<file path="src/rtl/lcd_pkg.sv">
// Shared definitions for the LCD write path: FSM states, default 50 MHz
// timing and the HD44780 command codes used by the init sequencer.
package lcd_pkg;

  typedef enum logic [3:0] {
    ST_IDLE,
    ST_SETUP_H,
    ST_E_H,
    ST_HOLD_H,
    ST_GAP,
    ST_SETUP_L,
    ST_E_L,
    ST_HOLD_L,
    ST_WAIT,
    ST_DONE
  } lcd_state_e;

  localparam int unsigned DEF_T_SU   = 2;
  localparam int unsigned DEF_T_E    = 12;
  localparam int unsigned DEF_T_HOLD = 1;
  localparam int unsigned DEF_T_GAP  = 50;
  localparam int unsigned DEF_T_CMD  = 2000;
  localparam int unsigned DEF_T_LONG = 82000;

  localparam logic [7:0] CMD_FUNCTION_SET = 8'h28;
  localparam logic [7:0] CMD_ENTRY_MODE   = 8'h06;
  localparam logic [7:0] CMD_DISPLAY_ON   = 8'h0C;
  localparam logic [7:0] CMD_CLEAR        = 8'h01;

  function automatic int unsigned max_timing(input int unsigned a, input int unsigned b,
                                             input int unsigned c, input int unsigned d,
                                             input int unsigned e, input int unsigned f);
    int unsigned m;
    m = a;
    if (b > m) m = b;
    if (c > m) m = c;
    if (d > m) m = d;
    if (e > m) m = e;
    if (f > m) m = f;
    return m;
  endfunction

endpackage

</file>
<file path="src/rtl/lcd_write_engine_if.sv">
// Write handshake between the init/refresh sequencer and the LCD write engine.
interface lcd_write_engine_if;
  logic       wr_enable;
  logic [7:0] wr_data;
  logic       wr_rs;
  logic       nibble_only;
  logic       long_wait;
  logic       busy;
  logic       wr_finish;

  modport master (
    output wr_enable, wr_data, wr_rs, nibble_only, long_wait,
    input  busy, wr_finish
  );

  modport slave (
    input  wr_enable, wr_data, wr_rs, nibble_only, long_wait,
    output busy, wr_finish
  );
endinterface

</file>
<file path="src/rtl/lcd_delay_counter.sv">
// Loadable down-counter; done is high while the count sits at zero.
module lcd_delay_counter #(
  parameter int unsigned WIDTH = 8
) (
  input  logic             clk,
  input  logic             rst,
  input  logic             load,
  input  logic [WIDTH-1:0] load_val,
  output logic             done
);
  logic [WIDTH-1:0] cnt_q, cnt_d;

  always_comb begin
    cnt_d = cnt_q;
    if (load) cnt_d = load_val;
    else if (cnt_q != '0) cnt_d = cnt_q - WIDTH'(1);
  end

  always_ff @(posedge clk or posedge rst) begin
    if (rst) cnt_q <= '0;
    else     cnt_q <= cnt_d;
  end

  assign done = (cnt_q == '0);
endmodule

</file>
<file path="src/rtl/lcd_write_engine.sv">
// Serialises one byte onto the 4-bit HD44780 bus (high nibble first) with
// setup/enable/hold/gap timing and a post-byte execution wait.
module lcd_write_engine
  import lcd_pkg::*;
#(
  parameter int unsigned T_SU   = DEF_T_SU,
  parameter int unsigned T_E    = DEF_T_E,
  parameter int unsigned T_HOLD = DEF_T_HOLD,
  parameter int unsigned T_GAP  = DEF_T_GAP,
  parameter int unsigned T_CMD  = DEF_T_CMD,
  parameter int unsigned T_LONG = DEF_T_LONG
) (
  input  logic              clk,
  input  logic              rst,
  lcd_write_engine_if.slave wr,
  output logic              lcd_e,
  output logic              lcd_rs,
  output logic              lcd_rw,
  output logic [3:0]        lcd_d
);
  localparam int unsigned T_MAX = max_timing(T_SU, T_E, T_HOLD, T_GAP, T_CMD, T_LONG);
  localparam int unsigned CNT_W = $clog2(T_MAX) + 1;

  if (T_SU < 1 || T_E < 1 || T_HOLD < 1 || T_GAP < 1 || T_CMD < 1 || T_LONG < 1) begin : g_bad_timing
    $error("lcd_write_engine: every timing parameter must be at least 1");
  end

  lcd_state_e       state_q, state_d;
  logic [7:0]       data_q, data_d;
  logic             rs_q, rs_d;
  logic             nib_q, nib_d;
  logic             lw_q, lw_d;
  logic             cnt_load;
  logic [CNT_W-1:0] cnt_load_val;
  logic             cnt_done;

  lcd_delay_counter #(.WIDTH(CNT_W)) u_delay (
    .clk      (clk),
    .rst      (rst),
    .load     (cnt_load),
    .load_val (cnt_load_val),
    .done     (cnt_done)
  );

  always_ff @(posedge clk or posedge rst) begin
    if (rst) begin
      state_q <= ST_IDLE;
      data_q  <= '0;
      rs_q    <= 1'b0;
      nib_q   <= 1'b0;
      lw_q    <= 1'b0;
    end else begin
      state_q <= state_d;
      data_q  <= data_d;
      rs_q    <= rs_d;
      nib_q   <= nib_d;
      lw_q    <= lw_d;
    end
  end

  always_comb begin
    state_d = state_q;
    data_d  = data_q;
    rs_d    = rs_q;
    nib_d   = nib_q;
    lw_d    = lw_q;
    unique case (state_q)
      ST_IDLE: if (wr.wr_enable) begin
        data_d  = wr.wr_data;
        rs_d    = wr.wr_rs;
        nib_d   = wr.nibble_only;
        lw_d    = wr.long_wait;
        state_d = ST_SETUP_H;
      end
      ST_SETUP_H: if (cnt_done) state_d = ST_E_H;
      ST_E_H:     if (cnt_done) state_d = ST_HOLD_H;
      ST_HOLD_H:  if (cnt_done) state_d = nib_q ? ST_WAIT : ST_GAP;
      ST_GAP:     if (cnt_done) state_d = ST_SETUP_L;
      ST_SETUP_L: if (cnt_done) state_d = ST_E_L;
      ST_E_L:     if (cnt_done) state_d = ST_HOLD_L;
      ST_HOLD_L:  if (cnt_done) state_d = ST_WAIT;
      ST_WAIT:    if (cnt_done) state_d = ST_DONE;
      ST_DONE:    state_d = ST_IDLE;
      default:    state_d = ST_IDLE;
    endcase
  end

  // The counter is reloaded on every state change with the new state's length minus one,
  // so a state lasts exactly its parameter in cycles.
  always_comb begin
    cnt_load     = (state_d != state_q);
    cnt_load_val = '0;
    case (state_d)
      ST_SETUP_H, ST_SETUP_L: cnt_load_val = CNT_W'(T_SU - 1);
      ST_E_H, ST_E_L:         cnt_load_val = CNT_W'(T_E - 1);
      ST_HOLD_H, ST_HOLD_L:   cnt_load_val = CNT_W'(T_HOLD - 1);
      ST_GAP:                 cnt_load_val = CNT_W'(T_GAP - 1);
      ST_WAIT:                cnt_load_val = lw_q ? CNT_W'(T_LONG - 1) : CNT_W'(T_CMD - 1);
      default:                cnt_load_val = '0;
    endcase
  end

  always_comb begin
    lcd_e        = 1'b0;
    lcd_rs       = rs_q;
    lcd_d        = data_q[7:4];
    wr.busy      = 1'b1;
    wr.wr_finish = 1'b0;
    case (state_q)
      ST_IDLE: begin
        lcd_rs  = 1'b0;
        lcd_d   = '0;
        wr.busy = 1'b0;
      end
      ST_E_H:     lcd_e = 1'b1;
      ST_SETUP_L: lcd_d = data_q[3:0];
      ST_E_L: begin
        lcd_e = 1'b1;
        lcd_d = data_q[3:0];
      end
      ST_HOLD_L:  lcd_d = data_q[3:0];
      ST_WAIT:    lcd_d = nib_q ? data_q[7:4] : data_q[3:0];
      ST_DONE: begin
        lcd_d        = nib_q ? data_q[7:4] : data_q[3:0];
        wr.wr_finish = 1'b1;
      end
      default: ;
    endcase
  end

  assign lcd_rw = 1'b0;
endmodule

</file>
<file path="src/flat_wrapper.sv">
// flat-port wrapper written by rule: the top's interface ports become plain ports
module lcd_write_engine_flat import lcd_pkg::*;
#(
  parameter int unsigned T_SU   = DEF_T_SU,
  parameter int unsigned T_E    = DEF_T_E,
  parameter int unsigned T_HOLD = DEF_T_HOLD,
  parameter int unsigned T_GAP  = DEF_T_GAP,
  parameter int unsigned T_CMD  = DEF_T_CMD,
  parameter int unsigned T_LONG = DEF_T_LONG
)
  (clk, rst, lcd_e, lcd_rs, lcd_rw, lcd_d, wr_wr_enable, wr_wr_data, wr_wr_rs, wr_nibble_only, wr_long_wait, wr_busy, wr_wr_finish);
  lcd_write_engine_if wr_i ();
  input  logic clk;
  input  logic rst;
  output logic lcd_e;
  output logic lcd_rs;
  output logic lcd_rw;
  output logic [3:0] lcd_d;
  input wire logic [$bits(wr_i.wr_enable)-1:0] wr_wr_enable;
  input wire logic [$bits(wr_i.wr_data)-1:0] wr_wr_data;
  input wire logic [$bits(wr_i.wr_rs)-1:0] wr_wr_rs;
  input wire logic [$bits(wr_i.nibble_only)-1:0] wr_nibble_only;
  input wire logic [$bits(wr_i.long_wait)-1:0] wr_long_wait;
  output wire logic [$bits(wr_i.busy)-1:0] wr_busy;
  output wire logic [$bits(wr_i.wr_finish)-1:0] wr_wr_finish;
  assign wr_i.wr_enable = wr_wr_enable;
  assign wr_i.wr_data = wr_wr_data;
  assign wr_i.wr_rs = wr_wr_rs;
  assign wr_i.nibble_only = wr_nibble_only;
  assign wr_i.long_wait = wr_long_wait;
  assign wr_busy = wr_i.busy;
  assign wr_wr_finish = wr_i.wr_finish;
  lcd_write_engine #(.T_SU(T_SU), .T_E(T_E), .T_HOLD(T_HOLD), .T_GAP(T_GAP), .T_CMD(T_CMD), .T_LONG(T_LONG)) u_core (.clk(clk), .rst(rst), .wr(wr_i), .lcd_e(lcd_e), .lcd_rs(lcd_rs), .lcd_rw(lcd_rw), .lcd_d(lcd_d));
endmodule
</file>
<file path="config.mk">
export PLATFORM = sky130hd
export DESIGN_NAME = lcd_write_engine_flat
export DESIGN_NICKNAME = d
export VERILOG_FILES = /design/src/rtl/lcd_pkg.sv /design/src/rtl/lcd_write_engine_if.sv /design/src/rtl/lcd_delay_counter.sv /design/src/rtl/lcd_write_engine.sv /design/src/flat_wrapper.sv
export SDC_FILE = /design/constraint.sdc
export NUM_CORES = 1
export LEC_CHECK = 0
export BUFFER_PORTS_ARGS = -buffer_cell sky130_fd_sc_hd__buf_2
export CAP_MARGIN = 20
export CELL_PAD_IN_SITES_DETAIL_PLACEMENT = 1
export CELL_PAD_IN_SITES_GLOBAL_PLACEMENT = 2
export CORE_UTILIZATION = 39
export DETAILED_ROUTE_END_ITERATION = 7
export GPL_TIMING_DRIVEN = 1
export PLACE_DENSITY_LB_ADDON = 0.1
export SLEW_MARGIN = 15
export SYNTH_ARGS = -nofsm -noshare
export SYNTH_HDL_FRONTEND = slang
export SYNTH_SLANG_ARGS = --single-unit
</file>
<file path="constraint.sdc">
create_clock -name clk -period 4.57 [get_ports clk]
set_input_delay 0.2285 -clock clk [delete_from_list [all_inputs] [get_ports clk]]
set_output_delay 0.2285 -clock clk [all_outputs]
set_load 0.02 [all_outputs]
</file>
* Word-level counts from Yosys, hierarchy flattened
Cells that the tools add are included.
** Word-level totals
- Bits in registers :: 33
- Logic and storage cells :: 54
** Cells by class
- Mux-type cells :: 21
- Reductions and logical operators :: 10
- Eq/ne operators :: 16
- Add/sub/neg operators :: 1
** Operators with widths (number)
- $pmux 18 s4 :: 1
- $mux 4 :: 11
- $mux 18 :: 2
- $pmux 4 s9 :: 1
- $eq 4x3->1 const B :: 7
- $logic_not 18->1 :: 1
- $reduce_bool 18->1 :: 1
- $sub 18x1->18 const B :: 1
- $mux 17 :: 1
- $eq 4x2->1 const B :: 3
- $eq 4x4->1 const B :: 3
- $pmux 4 s3 :: 1
- $eq 4x1->1 const B :: 2
- $reduce_or 2->1 :: 4
- $logic_not 4->1 :: 1
- $mux 1 :: 4
- $ne 4x4->1 :: 1
- $reduce_or 3->1 :: 1
- $reduce_and 2->1 :: 1
- $reduce_bool 2->1 :: 1

* Logic depth before layout (Yosys ltp)
Gate-level depths: netlist of the first run.
- Word-level depth :: 7
- Gate-level depth with buffers :: 10

* By module
Synthesis of the first run repeated with hierarchy kept, for this count alone.
** Unflattened totals
- Cells, all modules :: 210
- Area total of the unflattened synthesis :: 2020.7 um2
** Modules (own cells, without submodules)
- lcd_delay_counter :: times used 1, cells an instance 113, area an instance 1112.3 um2
- lcd_write_engine :: times used 1, cells an instance 97, area an instance 908.4 um2

* Least setup slack after synthesis of the first run
Ideal clock, no wire load.
- Path kind :: reg2reg
- Start :: register u_core.u_delay.cnt_q[0]
- End :: register u_core.u_delay.cnt_q[0]
- Stages on the path, launching flop included :: 11
- Data arrival time :: 2.098 ns
- Setup slack :: 2.330 ns
- Period minus slack after synthesis :: 2.240 ns
- Data required time :: 4.428 ns
- Setup time :: 0.142 ns
- Path through :: dfrtp_1 inv_1 ha_1 nor4b_1 and3_1 buf_6 and2_4 buf_6 mux2_2 o2111ai_1 o2111ai_1
** Between the ends
- Word-level cells in the longest chain between the ends :: 7
** Ends and longest elaborated chain
- start: declaration :: line lcd_delay_counter.sv:11 : logic [WIDTH-1:0] cnt_q, cnt_d;
- start signal: assignment :: line lcd_delay_counter.sv:21 : else cnt_q <= cnt_d;
- $logic_not 18->1 (*) :: line lcd_delay_counter.sv:24 : assign done = (cnt_q == '0);
- $mux 4, or another cell as far along :: line lcd_write_engine.sv:82 : ST_WAIT: if (cnt_done) state_d = ST_DONE;
- $pmux 4 s9 (*) :: line lcd_write_engine.sv:67 : unique case (state_q)
- net u_core.state_d[0] :: line lcd_write_engine.sv:28 : lcd_state_e state_q, state_d;
- $eq 4x2->1, or another cell as far along :: line lcd_write_engine.sv:93 : case (state_d)
- $reduce_or 2->1 :: line lcd_write_engine.sv:93
- $pmux 18 s4 :: line lcd_write_engine.sv:93
- $mux 18 :: line lcd_delay_counter.sv:15 : if (load) cnt_d = load_val;
The timed path passes the listed nets; every way through them passes the cells marked *. The select of a mux whose other input is x is not followed.
A chain may end at the register's enable or synchronous reset.

* Worst setup path in the final report of the first run
- Start :: register u_core.u_delay.cnt_q[0]
- End :: register u_core.u_delay.cnt_q[0]
** Between the ends
- Word-level cells in the longest chain between the ends :: 7
** Ends and longest elaborated chain (line)
- $logic_not 18->1 :: lcd_delay_counter.sv:24
- $mux 4, or another cell as far along :: lcd_write_engine.sv:82
- $pmux 4 s9 :: lcd_write_engine.sv:67
- $eq 4x2->1, or another cell as far along :: lcd_write_engine.sv:93
- $reduce_or 2->1 :: lcd_write_engine.sv:93
- $pmux 18 s4 :: lcd_write_engine.sv:93
- $mux 18 :: lcd_delay_counter.sv:15
Several ways; a longest one is shown, not always the timed one. The select of a mux whose other input is x is not followed.

==> metrics, run 1 <==
Slowest Stage Delay on Critical Path 540 ps; Port Buffers 21; RSZ-0062 raised after global routing no; reg-to-reg endpoint u_core.u_delay.cnt_q[0]; Die Wd 71.3 µm; drt pass-1 iters 4; first-iteration detailed-routing DRC count 50; Area contributors post-synth dfrtp_1 44%, mux2_2 7.2%, nand2_1 5.0%, xor2_1 4.7%, nor2_1 4.0%; Die Y 71.3 µm; maximum VDD drop 127 µV; Cell Chain, Critical Path inv_1 > ha_1 > nor4b_1 > and3_1 > nand2_1 > a211oi_2 > o2111ai_1 > o2111ai_1; Psw 212 µW; share of layout cells above drive strength 1 24.8%; unique cell type count in the Yosys netlist 44; Levels on crit path 8; Worst setup SP type register; dominant synthesized flop cell dfrtp_1; reg-to-reg startpoint u_core.u_delay.cnt_q[0]; Buf/Inv on CP 1; reported max-cap violation count 0; final core occ about 46%; Core Area ~0.0045 mm²; TNS Setup 0 ps; I/O pin cnt 23; worst-path maximum fanout 12; Final Hold Vio Count 0; Max-slew headroom a little under three fifths; Clock Skew 6.02 ps; initial antenna violation count 0; ANT cells 0; final setup violation count 0; Most common cell on crit path o2111ai_1; Hold-fix buffers, CTS 0; post-route ant nets 0; CTS root buf clkbuf_8; maximum root-to-sink buffer count 2; Slew Viols, Final 0; drt wl/cell about 17 µm; RePlAce Congestion about 0.79; row count 24; Num CTS Buffers 5; Cells after Synth around 190; # DRC 0; die area 0.00509 mm²; CP max-delay cell a211oi_2; Static Leakage a little under 0.001 µW; Remaining Overflow, GRT 0; post-synth top area cell dfrtp_1; clock share of power about 31%; period utilisation layout roughly 60%; post-synthesis sequential area ratio between 40% and 50%; internal power between 400 and 500 µW; routed wire length 4460 µm; CTS tree yes; Worst Tran Pin Value 658 ps; Final Total Pwr ~700 µW; synth warn 0; Worst EP required 4770 ps; vias in the first global route 1574; sequential power share a little over half; Final nets between 200 and 250; clk sinks 33; post-route minimum period 2760 ps; flop-to-flop setup slack 1810 ps; crit-path leading delay family simple AND/OR/NAND/NOR gates; Yosys top cell area share around 44%; Switching Fraction between 30% and 40%; R2R depth 8; Skew-Pair Late Insertion Delay 290 ps; Worst Setup SP u_core.u_delay.cnt_q[0]; Post-synth EDFFs 0; largest net degree at the start of global routing 34; power share of the combinational group between 10 and 15%; crit path capture type register; fmax around 0.36 GHz; postcts setup bufs 0; vias per cell 5.64; Final WS setup roughly 1800 ps; run status finished clean; WS Path Type reg -> reg; Global Route Usage Sum around a fifth; fillers about 530; syn_area_per_cell around 9.7 µm²; DR vias between 1500 and 2000; cts repair resizes 0; Clock Pin Slew Worst Setup and Hold Paths 70 ps; first-pass GRT wire length 7800 µm; Layout area overhead 10.6%; CP Data Arrival Time between 2000 and 3000 ps; Setup Slack @ Placement approximately 1800 ps; Post-Syn Area roughly 0.0019 mm²; Power per Cell Area between 300 and 400 mW/mm²; HPWL after DPL roughly 3200 µm; Setup crit end u_core.u_delay.cnt_q[0]; ys async rst share 100%; CTS H-tree depth 2; Net Count, Synth ~210; Hold Crit Class in -> async; flip-flop and latch count after synthesis 33; starting density of the core 41.9%
-- tightest hold or removal path: stages --
cell and delay [ps]:
buf_2 100, inv_1 40, buf_4 380
-- cell usage after synthesis, types with 2 or more instances --
cell,number
dfrtp_1,33
and3_1,3
and2_1,2
a21oi_1,14
xnor2_1,4
mux2_2,12
buf_6,2
buf_4,2
o2111ai_1,2
nand4_1,4
nand3b_1,2
inv_1,5
and2b_2,2
o21ai_0,3
mux2i_1,2
nor4_2,2
xor2_1,10
nor3_1,6
clkbuf_1,4
nor4_1,4
nand2_1,25
nor2_1,20
a22o_1,4
nand3_1,5
nor3b_1,2
nor4b_1,2
-- stage by stage --
step,hold slack (ps),instances,area (µm²)
floorplan,357,194,1880
global placement,336,258,1990
detailed placement,348,258,1990
CTS,34.4,266,2070
global route,76.1,266,2070
finish,28.3,266,2070
-- worst min-delay path by stage --
stage	from	end	slack, ps	cells after the start
3_3_place_gp	rst	u_core.data_q[5]	340	3
6_report	rst	u_core.u_delay.cnt_q[15]	30	3
5_1_grt	rst	u_core.u_delay.cnt_q[13]	80	3
4_1_cts	rst	u_core.u_delay.cnt_q[15]	30	3
3_5_place_dp	rst	u_core.u_delay.cnt_q[17]	350	3
2_1_floorplan	rst	u_core.data_q[0]	360	1
-- flip-flops by register name, indices dropped and copies added, names as in the netlist --
name,flops
u_core.u_delay.cnt_q,18
u_core.state_q,4
u_core.nib_q,1
u_core.lw_q,1
u_core.data_q,8
u_core.rs_q,1
-- layout by cell type (no fill, tap or decap), types with 2 or more instances in the layout --
cell,Yosys,routed
nand3b_1,2,2
nand4_1,4,4
nor4_2,2,2
inv_1,5,5
and2_1,2,2
and2b_2,2,2
nor4b_1,2,2
nor3_1,6,6
a21oi_1,14,14
nor3b_1,2,2
xnor2_1,4,4
nor2_1,20,20
buf_2,1,21
clkbuf_8,0,5
a22o_1,4,4
and3_1,3,3
nand2_1,25,25
dfrtp_1,33,33
mux2_2,12,12
nand3_1,5,5
o21ai_0,3,3
clkinv_2,0,2
nor4_1,4,4
xor2_1,10,10
o2111ai_1,2,2
mux2i_1,2,2
-- per-layer routing --
metal  vias to the layer above  GRT usage [%]  part of all wire, %
met2                        27           33.2                   49
li1                        720              -                    -
met3                         5           5.20                  4.2
met1                       749           25.5                   46
met4                         0           6.00                  1.3
met5                         -              0                    0
-- cell type report --
| cell class | count | area, µm² | area share [%] |
|---|---|---|---|
| Tap cell | 52 | 65.1 | 3.14 |
| Inverter | 5 | 18.8 | 0.905 |
| Sequential cell | 33 | 826 | 39.8 |
| Timing Repair Buffer | 22 | 113 | 5.43 |
| Clock inverter | 2 | 10.0 | 0.483 |
| Clock buffer | 6 | 72.6 | 3.50 |
| Multi-Input combinational cell | 146 | 970 | 46.7 |
-- power groups by stage --
stage / clock network (µW) / logic [µW] / registers, µW
after global placement: 0 / 102 / 388
after detailed placement: 0 / 104 / 390
after floorplan: 0 / 83.2 / 377
after global routing: 235 / 120 / 392
final: 215 / 104 / 385
after CTS: 221 / 106 / 385
-- cells by family after synthesis --
kind of cell	after synthesis	synth area share [%]
flip-flops	33	44.0
buffers and inverters	15	4.27
AO/OA/AOI/OAI	31	11.5
AND/OR/NAND/NOR	85	24.5
other	1	0.200
XOR/XNOR	14	6.54
adder cells (fa/ha/maj)	1	0.667
multiplexers	14	8.27
No activity file was read; power rests on OpenSTA's default activity.
==> run 2: changes to the inputs <==
Settings changed: CORE_UTILIZATION 39 to 33.
Clock period 4.57 ns to 2.4 ns, I/O delays scaled along.
==> metrics, run 2 (same netlist as run 1, synthesis figures left out) <==
vias in the first global route 1715; Largest register FFs 18; WS Path Type reg -> reg; vias per cell 5.11; CTS root buf clkbuf_8; Worst setup SP type register; DR vias around 1500; Core Area 0.00551 mm²; Final Hold Vio Count 0; drt pass-1 iters 4; period utilisation layout a little over nine tenths; flop-to-flop setup slack about 120 ps; ANT cells 0; Final nets ~240; layer with the highest usage met2; Slew Viols, Final 0; Remaining Overflow, GRT 0; first-iteration detailed-routing DRC count just over 50; I/O pin cnt 23; Clock Pin Slew Worst Setup and Hold Paths about 80 ps; first-pass GRT wire length approximately 8200 µm; CTS H-tree depth 2; post-route ant nets 0; biggest regs u_core.u_delay.cnt_q x18, u_core.data_q x8, u_core.state_q x4; CP Data Arrival Time 2480 ps; CTS tree yes; maximum VDD drop roughly 240 µV; drt wl/cell approximately 16 µm; fmax 0.439 GHz; worst-path maximum fanout 11; largest net degree at the start of global routing 34; Global Route Usage Sum roughly 18%; Power per Cell Area roughly 660 mW/mm²; Layout area overhead 19.7%; starting density of the core about a third; initial antenna violation count 0; row count 27; TNS Setup 0 ps; reported max-cap violation count 0; Hold Crit Class in -> reg; GR met3 Demand/Resource approximately 3.4%; most frequent cells in the layout 33 x dfrtp_1, 25 x nand2_1, 21 x buf_2; Die Y just under 80 µm; # DRC 0; met2 usage in global routing a little under a third; maximum root-to-sink buffer count 2; clk sinks 33; RSZ-0062 raised after global routing no; Worst EP required 2600 ps; Largest Register u_core.u_delay.cnt_q; Skew-Pair Late Insertion Delay 290 ps; Clock Skew between 9 and 10 ps; hold slack 65.0 ps; HPWL after DPL ~3700 µm; run status finished clean; RePlAce Congestion 0.762; commonest non-fill, non-tap cell in the layout dfrtp_1; Num CTS Buffers 5; Die Wd 77.4 µm; Static Leakage roughly 0.0011 µW; routed wire length 4810 µm; crit path capture type register; die area approximately 0.006 mm²; GRT met1 Usage 21.4%; share of layout cells above drive strength 1 29.8%; Port Buffers 21; post-route minimum period approximately 2300 ps; final setup violation count 0
[run 2: final timing paths]
path,end,cells after the start,from
max,u_core.u_delay.cnt_q[0],7,u_core.u_delay.cnt_q[9]
min,u_core.data_q[2],2,wr_wr_data[2]
max reg2reg,u_core.u_delay.cnt_q[0],7,u_core.u_delay.cnt_q[9]
min reg2reg,u_core.rs_q,1,u_core.rs_q
max in group asynchronous,u_core.state_q[3],4,rst
min in group asynchronous,u_core.u_delay.cnt_q[15],4,rst
[run 2: final cells by class]
class | instances | area, µm²
multi-input combinational | 146 | 976
timing repair buffer | 36 | 220
clock buffer | 5 | 68.8
tap | 72 | 90.1
inverter | 5 | 18.8
sequential | 33 | 826
fill | 665 | 3260
clock inverter | 3 | 46.3
[run 2: metrics by stage]
stage	total power, µW	area [µm²]	worst slack, ps	instances	util, %
2_1_floorplan	876	1880	160	194	-
5_1_grt	1570	2250	29.7	300	40.8
3_5_place_dp	945	2110	117	291	38.4
6_report	1470	2250	124	300	40.8
4_1_cts	1500	2240	79.8	300	40.7
3_3_place_gp	929	2110	163	291	38.4
[run 2: power by group]
part	total [µW]	switching, µW	internal (µW)
logic	200	94.5	105
clock network	537	226	311
registers	737	104	633
total	1470	424	1050
[run 2: critical path: stages, from the launching register on]
cell       delay [ps]
dfrtp_1           460
nor4_2            470
and3_1            300
nand2_1            90
buf_4             190
a211oi_2          380
o2111ai_1         180
o2111ai_1         120
[run 2: what timing repair did]
item	CTS	global route
setup endpoints to repair	0	5
gates resized for setup	0	1
hold buffers	1	0
setup buffers	0	0
hold endpoints to repair	33	0
[run 2: routing by layer]
layer  wire length (µm)  part of all wire [%]
met2               2430                    51
met5                  0                     0
met3                137                   2.8
met4                 79                   1.6
met1               2160                    45
==> run 3: changes to the inputs <==
Settings changed: REMOVE_ABC_BUFFERS set to 1.
==> metrics, run 3 (same netlist as run 1, synthesis figures left out) <==
row count 27; RSZ-0062 raised after global routing no; period utilisation layout 93.0%; Final Hold Vio Count 0; initial antenna violation count 0; WS Path Type reg -> reg; layer with the highest usage met2; maximum VDD drop roughly 420 µV; clk sinks 33; routed wire length between 4000 and 5000 µm; CTS tree yes; Worst setup SP type register; Port Buffers 21; Cell Chain, Critical Path nor4_2 > and3_2 > and2_4 > mux2_2 > o2111ai_1 > o2111ai_1; Slew Viols, Final 0; hold depth 2; CTS H-tree depth 2; run status finished clean; final setup violation count 0; CP Data Arrival Time between 2000 and 2500 ps; vias per cell ~5.2; crit path capture type register; Die Wd about 77 µm; biggest regs u_core.u_delay.cnt_q x18, u_core.data_q x8, u_core.state_q x4; Global Route Usage Sum 17.4%; R2R depth 6; CP max-delay cell dfrtp_1; Largest register FFs 18; vias in the first global route ~1700; met2 usage in global routing 30.0%; Clock Skew 7.67 ps; Final Total Pwr between 1500 and 2000 µW; reported max-cap violation count 0; Power per Cell Area between 600 and 700 mW/mm²; largest net degree at the start of global routing 34; drt wl/cell approximately 16 µm; HPWL after DPL between 3000 and 4000 µm; RePlAce Congestion 0.810; Remaining Overflow, GRT 0; first-iteration detailed-routing DRC count a little under 60; starting density of the core approximately a third; DR vias 1561; Worst EP required 2550 ps; fmax 0.448 GHz; maximum root-to-sink buffer count 2; CTS root buf clkbuf_8; Core Area between 0.005 and 0.006 mm²; postcts setup bufs 0; flop-to-flop setup slack between 150 and 200 ps; most frequent cells in the layout 33 x dfrtp_1, 25 x nand2_1, 21 x buf_2; Placed Instance Area about 0.0021 mm²; GRT met1 Usage around a fifth; ANT cells 0; Clock Pin Slew Worst Setup and Hold Paths 70 ps; Final nets ~240; Slowest Stage Delay on Critical Path 460 ps; first-pass GRT wire length approximately 8000 µm; final core occ roughly two fifths; I/O pin cnt 23; hold slack between 60 and 70 ps; Num CTS Buffers 5; design area ~0.0023 mm²; worst-path maximum fanout 7; Skew-Pair Late Insertion Delay 280 ps; Most common cell on crit path o2111ai_1; TNS Setup 0 ps; Die Y slightly below 80 µm; post-route minimum period ~2200 ps; post-route ant nets 0; Hold Crit Class in -> reg; Static Leakage between 0.001 and 0.0015 µW; GR met3 Demand/Resource under 10%; Layout area overhead 20.8%; die area roughly 0.006 mm²; share of layout cells above drive strength 1 30.3%; commonest non-fill, non-tap cell in the layout dfrtp_1; # DRC 0; drt pass-1 iters 4; fillers 640; Largest Register u_core.u_delay.cnt_q
run 3: cell types whose count changed in the layout (fill, tap and decap cells not counted):
cell,before,now
clkinvlp_4,1,0
clkinv_4,1,0
and3_2,0,1
bufinv_16,1,2
clkinv_2,0,1
and3_1,3,2
run 3: metal layers:
layer | part of all wire [%] | wire length, µm
met5 | 0 | 0
met4 | 2.1 | 98
met3 | 3.0 | 141
met1 | 46 | 2160
met2 | 49 | 2310
run 3: final cells by class:
class | count | area, µm² | area share [%]
Multi-Input combinational cell | 146 | 977 | 43.1
Sequential cell | 33 | 826 | 36.4
Timing Repair Buffer | 36 | 220 | 9.72
Tap cell | 72 | 90.1 | 3.98
Clock buffer | 5 | 68.8 | 3.04
Clock inverter | 3 | 65.1 | 2.87
Inverter | 5 | 18.8 | 0.828
run 3: report_power, final:
part | total [µW] | switching (µW) | internal [µW]
Combinational | 203 | 95.7 | 107
Sequential | 736 | 102 | 634
Clock | 623 | 210 | 413
Total | 1560 | 408 | 1150
run 3: repair_timing:
action / in CTS / in global routing
setup endpoints to repair: 0 / 3
hold buffers: 1 / 0
hold endpoints to repair: 33 / 0
resized for setup: 0 / 2
run 3: worst max-delay path, delay by kind of cell (launching register included):
kind	cells	cell delay, ps
multiplexers	1	360
flip-flops	1	460
AND/OR/NAND/NOR	3	960
AO/OA/AOI/OAI	2	320
run 3: worst paths after layout:
| check | from | endpoint |
|---|---|---|
| worst max register to register | u_core.u_delay.cnt_q[9] | u_core.u_delay.cnt_q[0] |
| min in group asynchronous | rst | u_core.lw_q |
| max in group asynchronous | rst | u_core.nib_q |
| worst max-delay path | u_core.u_delay.cnt_q[9] | u_core.u_delay.cnt_q[0] |
| worst min register to register | u_core.rs_q | u_core.rs_q |
| worst min-delay path | wr_wr_data[1] | u_core.data_q[1] |
run 3: stage by stage:
step,std cells,setup WS (ps)
finish,300,168
global route,300,18.4
CTS,300,51.4
detailed placement,291,88.0
global placement,291,131
floorplan,184,131
